--- config.mk ---
export PLATFORM = sky130hd
export DESIGN_NAME = dot_product_accumulator
export DESIGN_NICKNAME = d
export VERILOG_FILES = /design/src/rtl/dot_product_accumulator.sv
export SDC_FILE = /design/constraint.sdc
export NUM_CORES = 1
export LEC_CHECK = 0
export BUFFER_PORTS_ARGS = -buffer_cell sky130_fd_sc_hd__buf_2
export CAP_MARGIN = 5
export CORE_UTILIZATION = 44
export CTS_CLUSTER_DIAMETER = 40
export CTS_CLUSTER_SIZE = 20
export DETAILED_ROUTE_END_ITERATION = 12
export GPL_TIMING_DRIVEN = 0
export PLACE_DENSITY = 0.73
export SLEW_MARGIN = 10
export SYNTH_ARGS = -nofsm -noshare
export SYNTH_HDL_FRONTEND = slang
export SYNTH_SLANG_ARGS = --single-unit
--- constraint.sdc ---
create_clock -name clk -period 9 [get_ports clk]
set_input_delay 0.9 -clock clk [delete_from_list [all_inputs] [get_ports clk]]
set_output_delay 0.9 -clock clk [all_outputs]
set_load 0.05 [all_outputs]
--- src/rtl/dot_product_accumulator.sv ---
// Sums a programmed number of 32-bit unsigned products into a saturating ACC_W-bit accumulator.
// Latency: result valid the cycle after the last product is accepted (the cycle after start when len=0).
// Backpressure: prod_ready only in ACCUM; the result holds in DONE until res_ready, and start is ignored outside IDLE.
module dot_product_accumulator #(
    parameter int ACC_W = 40,
    parameter int CNT_W = 8
) (
    input  logic             clk,
    input  logic             rst_n,
    input  logic             start,
    input  logic [CNT_W-1:0] len,
    input  logic             prod_valid,
    output logic             prod_ready,
    input  logic [31:0]      prod_data,
    output logic             res_valid,
    input  logic             res_ready,
    output logic [ACC_W-1:0] res_data,
    output logic             res_ovf,
    output logic             busy
);

    typedef enum logic [1:0] {
        IDLE  = 2'd0,
        ACCUM = 2'd1,
        DONE  = 2'd2
    } state_t;

    state_t           state_q, state_d;
    logic [ACC_W-1:0] acc_q, acc_d;
    logic [CNT_W-1:0] cnt_q, cnt_d;
    logic             ovf_q, ovf_d;
    logic [ACC_W:0]   sum;

    // One extra bit catches the carry out that signals saturation.
    assign sum = {1'b0, acc_q} + {{(ACC_W + 1 - 32){1'b0}}, prod_data};

    always_ff @(posedge clk or negedge rst_n) begin
        if (!rst_n) begin
            state_q <= IDLE;
            acc_q   <= '0;
            cnt_q   <= '0;
            ovf_q   <= 1'b0;
        end else begin
            state_q <= state_d;
            acc_q   <= acc_d;
            cnt_q   <= cnt_d;
            ovf_q   <= ovf_d;
        end
    end

    always_comb begin
        state_d = state_q;
        acc_d   = acc_q;
        cnt_d   = cnt_q;
        ovf_d   = ovf_q;
        case (state_q)
            IDLE: begin
                if (start) begin
                    cnt_d   = len;
                    acc_d   = '0;
                    ovf_d   = 1'b0;
                    state_d = (len == '0) ? DONE : ACCUM;
                end
            end
            ACCUM: begin
                if (prod_valid) begin
                    cnt_d = cnt_q - CNT_W'(1);
                    // Once saturated the sum stays pinned at all ones until the next start.
                    if (sum[ACC_W] || ovf_q) begin
                        acc_d = '1;
                        ovf_d = 1'b1;
                    end else begin
                        acc_d = sum[ACC_W-1:0];
                    end
                    if (cnt_q == CNT_W'(1)) state_d = DONE;
                end
            end
            DONE: begin
                if (res_ready) state_d = IDLE;
            end
            default: state_d = IDLE;
        endcase
    end

    assign prod_ready = (state_q == ACCUM);
    assign res_valid  = (state_q == DONE);
    assign busy       = (state_q != IDLE);
    assign res_data   = (state_q == DONE) ? acc_q : '0;
    assign res_ovf    = (state_q == DONE) ? ovf_q : 1'b0;

endmodule

After elaboration in Yosys (flattened, before gate mapping)
Index checks and enable logic that the tools add are counted.
{"block": "word_totals", "register_bits": 51, "inputBits": 45, "out_inout_bits": 44}
{"block": "op_classes", "n_addsub": 2, "n_eq_ne": 8, "n_mux": 19, "reduce_logical": 8}
{"op": "$mux W40", "n": 4}
{"op": "$pmux W40 S2", "n": 1}
{"op": "$add A40 B32 Y41", "n": 1}
{"op": "$mux W8", "n": 2}
{"op": "$pmux W8 S2", "n": 1}
{"op": "$mux W2", "n": 5}
{"op": "$eq A8 B1 Y1 const B", "n": 1}
{"op": "$logic_not A8 Y1", "n": 1}
{"op": "$reduce_and A4 Y1", "n": 2}
{"op": "$sub A8 B1 Y8 const B", "n": 1}
{"op": "$ne A2 B1 Y1 const B", "n": 3}
{"op": "$pmux W2 S3", "n": 1}
{"op": "$mux W1", "n": 4}
{"op": "$ne A2 B2 Y1 const B", "n": 2}
{"op": "$reduce_bool A2 Y1", "n": 2}
{"op": "$reduce_and A3 Y1", "n": 1}
{"op": "$eq A2 B1 Y1 const B", "n": 1}
{"op": "$eq A2 B2 Y1 const B", "n": 1}
{"op": "$logic_not A2 Y1", "n": 1}
{"op": "$pmux W1 S2", "n": 1}
{"op": "$logic_or A1 B1 Y1", "n": 1}

Longest topological paths before layout
Gate-level depths: netlist of the first run.
{"block": "logic_depth", "word_depth": 5, "mapped_depth": 12}

Worst setup path after synthesis of the first run
Ideal clock, no wire load.
{"block": "synth_path", "path_type": "input-to-reg", "from": "input port prod_data[0]", "to": "register acc_q[24]", "arrival_ps": 3240, "required_ps": 8882, "slack_ps": 5642, "stages": 12, "path_cell_list": "ha_1 -> fa_1 -> a211oi_1 -> o21bai_1 -> nand2_1 -> nand2_1 -> a22o_1 -> a21oi_1 -> clkbuf_1 -> buf_2 -> a21oi_1 -> a21o_1"}
{"block": "synth_between", "elab_chain_cells": 5}
{"element": "start: declaration", "line": "14", "source": "input logic [31:0] prod_data,"}
{"element": "$add A40 B32 Y41 (*)", "line": "35", "source": "assign sum = {1'b0, acc_q} + {{(ACC_W + 1 - 32){1'b0}}, prod_data};"}
{"element": "$logic_or A1 B1 Y1", "line": "69", "source": "if (sum[ACC_W] || ovf_q) begin"}
{"element": "$mux W40 (*)", "line": "69"}
{"element": "$mux W40 (*)", "line": "66", "source": "if (prod_valid) begin"}
{"element": "$pmux W40 S2 (*)", "line": "56", "source": "case (state_q)"}
{"element": "end signal: assignment", "line": "40", "source": "acc_q <= '0;"}
{"element": "end signal: assignment", "line": "45", "source": "acc_q <= acc_d;"}
{"element": "end: declaration", "line": "29", "source": "logic [ACC_W-1:0] acc_q, acc_d;"}
Every way passes the cells marked *; elsewhere a longest branch is shown, timed or not. The select of a mux whose other input is x is not followed.
A chain may end at the register's enable or synchronous reset.

Final worst setup path of the first run
{"block": "layout_path", "from": "input port prod_data[0]", "to": "register acc_q[14]"}
The elaborated chain is that of the path after synthesis.

==> results of run 1 <==
## per-stage QoR
step                      instance area (um2)  setup slack, ns  instances
after floorplan                          4490             5.64        559
after global routing                     5190             5.05        788
after detailed placement                 5100             4.95        780
after global placement                   5100             5.00        780
after CTS                                5190             5.28        788
final                                    5190             5.25        788
## final cells by class
| class | instances | area [um2] | share of cell area, % |
|---|---|---|---|
| buffer | 33 | 156 | 3.01 |
| inverter | 15 | 56.3 | 1.08 |
| tap | 133 | 166 | 3.21 |
| clock inverter | 3 | 23.8 | 0.458 |
| multi-input combinational | 460 | 3000 | 57.8 |
| timing repair buffer | 88 | 443 | 8.53 |
| clock buffer | 5 | 68.8 | 1.33 |
| sequential | 51 | 1280 | 24.6 |
## state kept, by name, indices dropped and copies added, names as in the netlist
name / flops
acc_q: 40
cnt_q: 8
ovf_q: 1
state_q: 2
## logic make-up (layout without fill, tap and decap cells)
group           count (synthesis)  in the layout  synth area share [%]
compound gates                209            209                  30.0
simple gates                  189            189                  21.7
flops                          51             51                  28.4
buf+inv                        48            144                  4.74
fa+ha+maj                      35             35                  9.92
xor+xnor                       27             27                  5.27
## Yosys cell counts (all sizes together) (6+ instances only)
master / instances / share of area (%)
nand2: 37 / 3.1
nand3: 15 / 1.9
a21oi: 79 / 8.8
xor2: 12 / 2.3
dfrtp: 51 / 28
nor2: 44 / 3.7
o21bai: 7 / 1.2
a21o: 27 / 4.5
ha: 34 / 9.5
and3: 6 / 0.84
buf: 7 / 1.3
inv: 15 / 1.3
a211oi: 6 / 1.0
nand4: 9 / 1.3
clkbuf: 26 / 2.2
nor3: 10 / 1.1
a31oi: 10 / 1.7
o21ai: 37 / 4.3
xnor2: 15 / 2.9
and2: 45 / 6.3
## layer usage
| metal | part of all wire [%] | GRT usage, % | vias up | routed length, um |
|---|---|---|---|---|
| li1 | - | - | 2236 | - |
| met1 | 47 | 31.8 | 2152 | 5660 |
| met2 | 46 | 38.8 | 173 | 5600 |
| met3 | 5.7 | 2.31 | 18 | 692 |
| met4 | 1.7 | 7.37 | 0 | 202 |
| met5 | 0 | 0 | - | 0 |
## where the power goes
part | switching, mW | internal (mW)
combinational | 0.703 | 0.418
sequential | 0.0767 | 0.320
clock | 0.0879 | 0.0559
total | 0.867 | 0.793
## cell usage in the layout, fill, tap and decap left out, types with 5 or more instances in the layout
master,synthesis,routed
a211oi_1,6,6
a21o_1,27,27
a21oi_1,79,79
a31oi_1,9,9
and2_1,45,45
and3_1,6,6
buf_2,2,89
clkbuf_1,26,26
clkbuf_8,0,5
dfrtp_1,51,51
ha_1,34,34
inv_1,15,15
nand2_1,37,37
nand3_1,13,13
nand4_1,9,9
nor2_1,44,44
nor3_1,10,10
nor4_1,5,5
o21ai_0,33,33
o21bai_1,7,7
xnor2_1,15,15
xor2_1,12,12
## critical path, cell delays in order
cell and delay [ns]:
buf_2 0.11, ha_1 0.21, fa_1 0.42, a211oi_1 0.34, o21bai_1 0.17, nand2_1 0.12
nand2_1 0.10, a22o_1 0.24, a21oi_1 0.29, clkbuf_1 0.42, buf_2 0.32, a21oi_1 0.10
a21o_1 0.18
## worst paths after layout
| kind | from | cells after the start | to |
|---|---|---|---|
| max | prod_data[0] | 13 | acc_q[14]$_DFFE_PN0P_ |
| max reg2reg | acc_q[0]$_DFFE_PN0P_ | 12 | acc_q[14]$_DFFE_PN0P_ |
| min in group asynchronous | rst_n | 1 | cnt_q[7]$_DFFE_PN0P_ |
| min reg2reg | acc_q[18]$_DFFE_PN0P_ | 1 | acc_q[18]$_DFFE_PN0P_ |
| min | acc_q[18]$_DFFE_PN0P_ | 1 | acc_q[18]$_DFFE_PN0P_ |
| max in group asynchronous | rst_n | 1 | acc_q[16]$_DFFE_PN0P_ |
==> results.sh, run 1 <==
export IMPL_outcome="finished, final reports clean"
export IMPL_max_cap_violations=0
export IMPL_grt_max_degree=52
export IMPL_rsz0062_at_grt="no"
export IMPL_portBuffers=88
export IMPL_grt_pass1_vias=4124
export IMPL_cts_tree="done"
export IMPL_grt_pass1_wl_mm=19.6
export IMPL_fin_util_pct=52.9
export IMPL_dieHeight_um=103
export IMPL_synth_cell_area_mm2=0.00449
export IMPL_tightestPinTransition_ns=0.690
export IMPL_path_max_fanout=10
export IMPL_numCtsBuffers=5
export IMPL_clock_path_buffers=2
export IMPL_critPathRequiredTime_ns=9.21
export IMPL_yosysUniqueCellTypes=61
export IMPL_min_path_type="register to register"
export IMPL_dp_hpwl_mm=9.32
export IMPL_slew_headroom_pct=54.0
export IMPL_vdd_drop_max_mv=0.127
export IMPL_syn_area_per_cell_um2=8.03
export IMPL_ctsRootBufferMaster="clkbuf_8"
export IMPL_antenna_cells=0
export IMPL_hold_viol=0
export IMPL_yosys_warnings=0
export IMPL_setup_tns_ns=0
export IMPL_fp_row_count=36
export IMPL_grt_use_total_pct=23.3
export IMPL_cts_max_level=2
export IMPL_nFillCells=992
export IMPL_finalCriticalPeriod_ns=3.75
export IMPL_start_util_pct=45.7
export IMPL_slew_violations=0
export IMPL_coreArea_mm2=0.00982
export IMPL_min_period_over_period_pct=41.6
export IMPL_die_w_um=103
export IMPL_seq_area_frac_synth_pct=28.4
export IMPL_drtPass1Iterations=5
export IMPL_async_flop_share_pct=100
export IMPL_overflow=0
export IMPL_wl_per_cell_um=15.4
export IMPL_fin_hold_ws_ns=0.514
export IMPL_finalClockSkew_ns=0.0103
export IMPL_setup_viol=0
export IMPL_clock_sinks=51
export IMPL_drtAntennaViolNets=0
export IMPL_power_leakage_nw=2.51
export IMPL_synth_edff_count=0
export IMPL_via_per_inst=5.81
export IMPL_insertion_delay_ns=0.31
export IMPL_fin_nets=734
export IMPL_postCtsHoldBufs=0
export IMPL_synthCells=559
export IMPL_cts_setup_buffers=0
export IMPL_ys_flop_type="dfrtp_1"
export IMPL_route_detailed_drc=0
export IMPL_ios=89
export IMPL_critPathKind="input pin to register"
export IMPL_cp_end_kind="register"
export IMPL_antenna_found_initial=0
export IMPL_pwr_density_cell_mw_per_mm2=320
export IMPL_synth_seq_cells=51
export IMPL_clkTransAtPathRegs_ns=0.10
export IMPL_max_freq_mhz=267
export IMPL_die_area_mm2=0.0106
export IMPL_wirelength_mm=12.2
export IMPL_synth_net_count=639
export IMPL_cts_resized_gates=0
export IMPL_cp_arrival_ns=3.96
export IMPL_drive_above_1_share_pct=17.3
export IMPL_fin_total_pwr_mw=1.66
export IMPL_area_growth_pct=15.6
export IMPL_r2r_setup_slack_ns=5.55
export IMPL_worst_setup_path_start_kind="input pin"
export IMPL_gp_congestion=0.924
export IMPL_drtIter0Drc=192
export IMPL_num_vias=4579
No activity file was read; power rests on OpenSTA's default activity.
==> run 2, diff against run 1 <==
clock period = 3.68 ns   (was 9 ns; I/O delays follow)
==> results.sh, run 2 (same netlist as run 1, synthesis figures left out) <==
export IMPL_outcome="finished, final reports clean"
export IMPL_grt_util_met2_pct=38.8
export IMPL_power_leakage_nw=2.51
export IMPL_portBuffers=88
export IMPL_rsz0062_at_grt="no"
export IMPL_clock_path_buffers=2
export IMPL_hold_viol=0
export IMPL_grt_pass1_wl_mm=19.6
export IMPL_wirelength_mm=12.1
export IMPL_route_detailed_drc=0
export IMPL_insertion_delay_ns=0.31
export IMPL_reg2reg_depth=12
export IMPL_top_register="acc_q"
export IMPL_top_usage_layer="met2"
export IMPL_slew_violations=0
export IMPL_drtPass1Iterations=5
export IMPL_placed_cells=780
export IMPL_min_path_type="input pin to asynchronous set/reset pin"
export IMPL_vdd_drop_max_mv=0.309
export IMPL_min_period_over_period_pct=91.9
export IMPL_final_cell_mix="buf_2 (89), a21oi_1 (79), dfrtp_1 (51)"
export IMPL_cts_tree="done"
export IMPL_numCtsBuffers=5
export IMPL_critPathKind="register to register"
export IMPL_grt_max_degree=52
export IMPL_clkTransAtPathRegs_ns=0.11
export IMPL_cp_end_kind="register"
export IMPL_reg_top3="acc_q x40, cnt_q x8, state_q x2"
export IMPL_fin_cells=788
export IMPL_drtAntennaViolNets=0
export IMPL_max_freq_mhz=296
export IMPL_dpl_cell_area_mm2=0.00510
export IMPL_antenna_found_initial=0
export IMPL_fp_row_count=36
export IMPL_clock_sinks=51
export IMPL_crit_chain="ha_1 -> fa_1 -> a211oi_1 -> o21bai_1 -> nand2_1 -> nand2_1 -> a22o_1 -> a21oi_1 -> and2_1 -> clkbuf_1 -> a41oi_1 -> o21a_1"
export IMPL_cts_resized_gates=0
export IMPL_num_vias=4582
export IMPL_die_w_um=103
export IMPL_nFillCells=993
export IMPL_tightestPinTransition_ns=0.690
export IMPL_layout_commonest_cell="buf_2"
export IMPL_multi_input_comb_area_mm2=0.00300
export IMPL_gp_congestion=0.924
export IMPL_setup_tns_ns=0
export IMPL_setup_viol=0
export IMPL_cp_arrival_ns=3.59
export IMPL_regArea_mm2=0.00128
export IMPL_postCtsHoldBufs=0
export IMPL_dp_hpwl_mm=9.32
export IMPL_fin_area_mm2=0.00519
export IMPL_finalClockSkew_ns=0.0102
export IMPL_pwr_density_cell_mw_per_mm2=782
export IMPL_drtIter0Drc=192
export IMPL_met1_usage_pct=31.8
export IMPL_coreArea_mm2=0.00982
export IMPL_largest_reg_flops=40
export IMPL_area_growth_pct=15.7
export IMPL_ios=89
export IMPL_critPathRequiredTime_ns=3.89
export IMPL_path_max_fanout=10
export IMPL_cts_max_level=2
export IMPL_ctsRootBufferMaster="clkbuf_8"
export IMPL_critical_path_depth=12
export IMPL_finalCriticalPeriod_ns=3.38
export IMPL_grt_use_total_pct=23.3
export IMPL_die_area_mm2=0.0106
export IMPL_cpPeakStageDelay_ns=0.42
export IMPL_drive_above_1_share_pct=17.4
export IMPL_via_per_inst=5.81
export IMPL_worst_path_buf_inv=1
export IMPL_worst_setup_path_start_kind="register"
export IMPL_max_cap_violations=0
export IMPL_dieHeight_um=103
export IMPL_grt_pass1_vias=4124
export IMPL_start_util_pct=45.7
export IMPL_critical_path_top_delay_family="compound AO/OA/AOI/OAI gates"
export IMPL_antenna_cells=0
export IMPL_cpMostUsedCell="nand2_1"
export IMPL_overflow=0
export IMPL_wl_per_cell_um=15.4
export IMPL_fin_nets=734
export IMPL_crit_path_top_delay_cell="fa_1"
export IMPL_cts_setup_buffers=0
export IMPL_met3_usage_pct=2.31
export IMPL_slew_headroom_pct=54.0
[run 2: changes by cell type in the layout (fill, tap and decap cells not counted)]
cell	delta
clkbuf_1	-1
clkbuf_2	+1
[run 2: worst paths after layout]
| path | startpoint | endpoint | slack, ns |
|---|---|---|---|
| worst max register to register | acc_q[0]$_DFFE_PN0P_ | acc_q[33]$_DFFE_PN0P_ | 0.30 |
| worst min register to register | acc_q[18]$_DFFE_PN0P_ | acc_q[18]$_DFFE_PN0P_ | 0.51 |
| worst max-delay path | acc_q[0]$_DFFE_PN0P_ | acc_q[33]$_DFFE_PN0P_ | 0.30 |
| worst min-delay path | rst_n | cnt_q[7]$_DFFE_PN0P_ | 0.08 |
| min in group clk | len[0] | cnt_q[0]$_DFFE_PN0P_ | 0.30 |
| max in group asynchronous | rst_n | acc_q[16]$_DFFE_PN0P_ | 3.13 |
[run 2: power by group]
part	switching (mW)	internal, mW
registers	0.187	0.782
clock network	0.215	0.137
logic	1.72	1.02
[run 2: area by class of cell]
cell class / instances / area share (%)
clock buffers: 5 / 1.33
clock inverters: 3 / 0.458
inverters: 15 / 1.08
plain buffers: 33 / 3.04
repair buffers: 88 / 8.53
flip-flops and latches: 51 / 24.6
well taps: 133 / 3.20
multi-input cells: 460 / 57.8
[run 2: per-stage QoR]
step	total power [mW]	hold slack, ns	utilization [%]	setup slack, ns
2_1_floorplan	3.08	0.0724	-	0.854
3_3_place_gp	3.61	0.483	51.9	0.217
3_5_place_dp	3.68	0.494	51.9	0.162
4_1_cts	4.04	0.300	52.8	0.251
5_1_grt	4.42	0.143	52.9	0.0400
6_report	4.06	0.0752	52.9	0.299
[run 2: routing by layer]
metal | up-vias | part of all wire (%)
met5 | - | 0
met4 | 0 | 1.6
met3 | 19 | 5.7
met2 | 171 | 46
met1 | 2158 | 47
li1 | 2234 | -
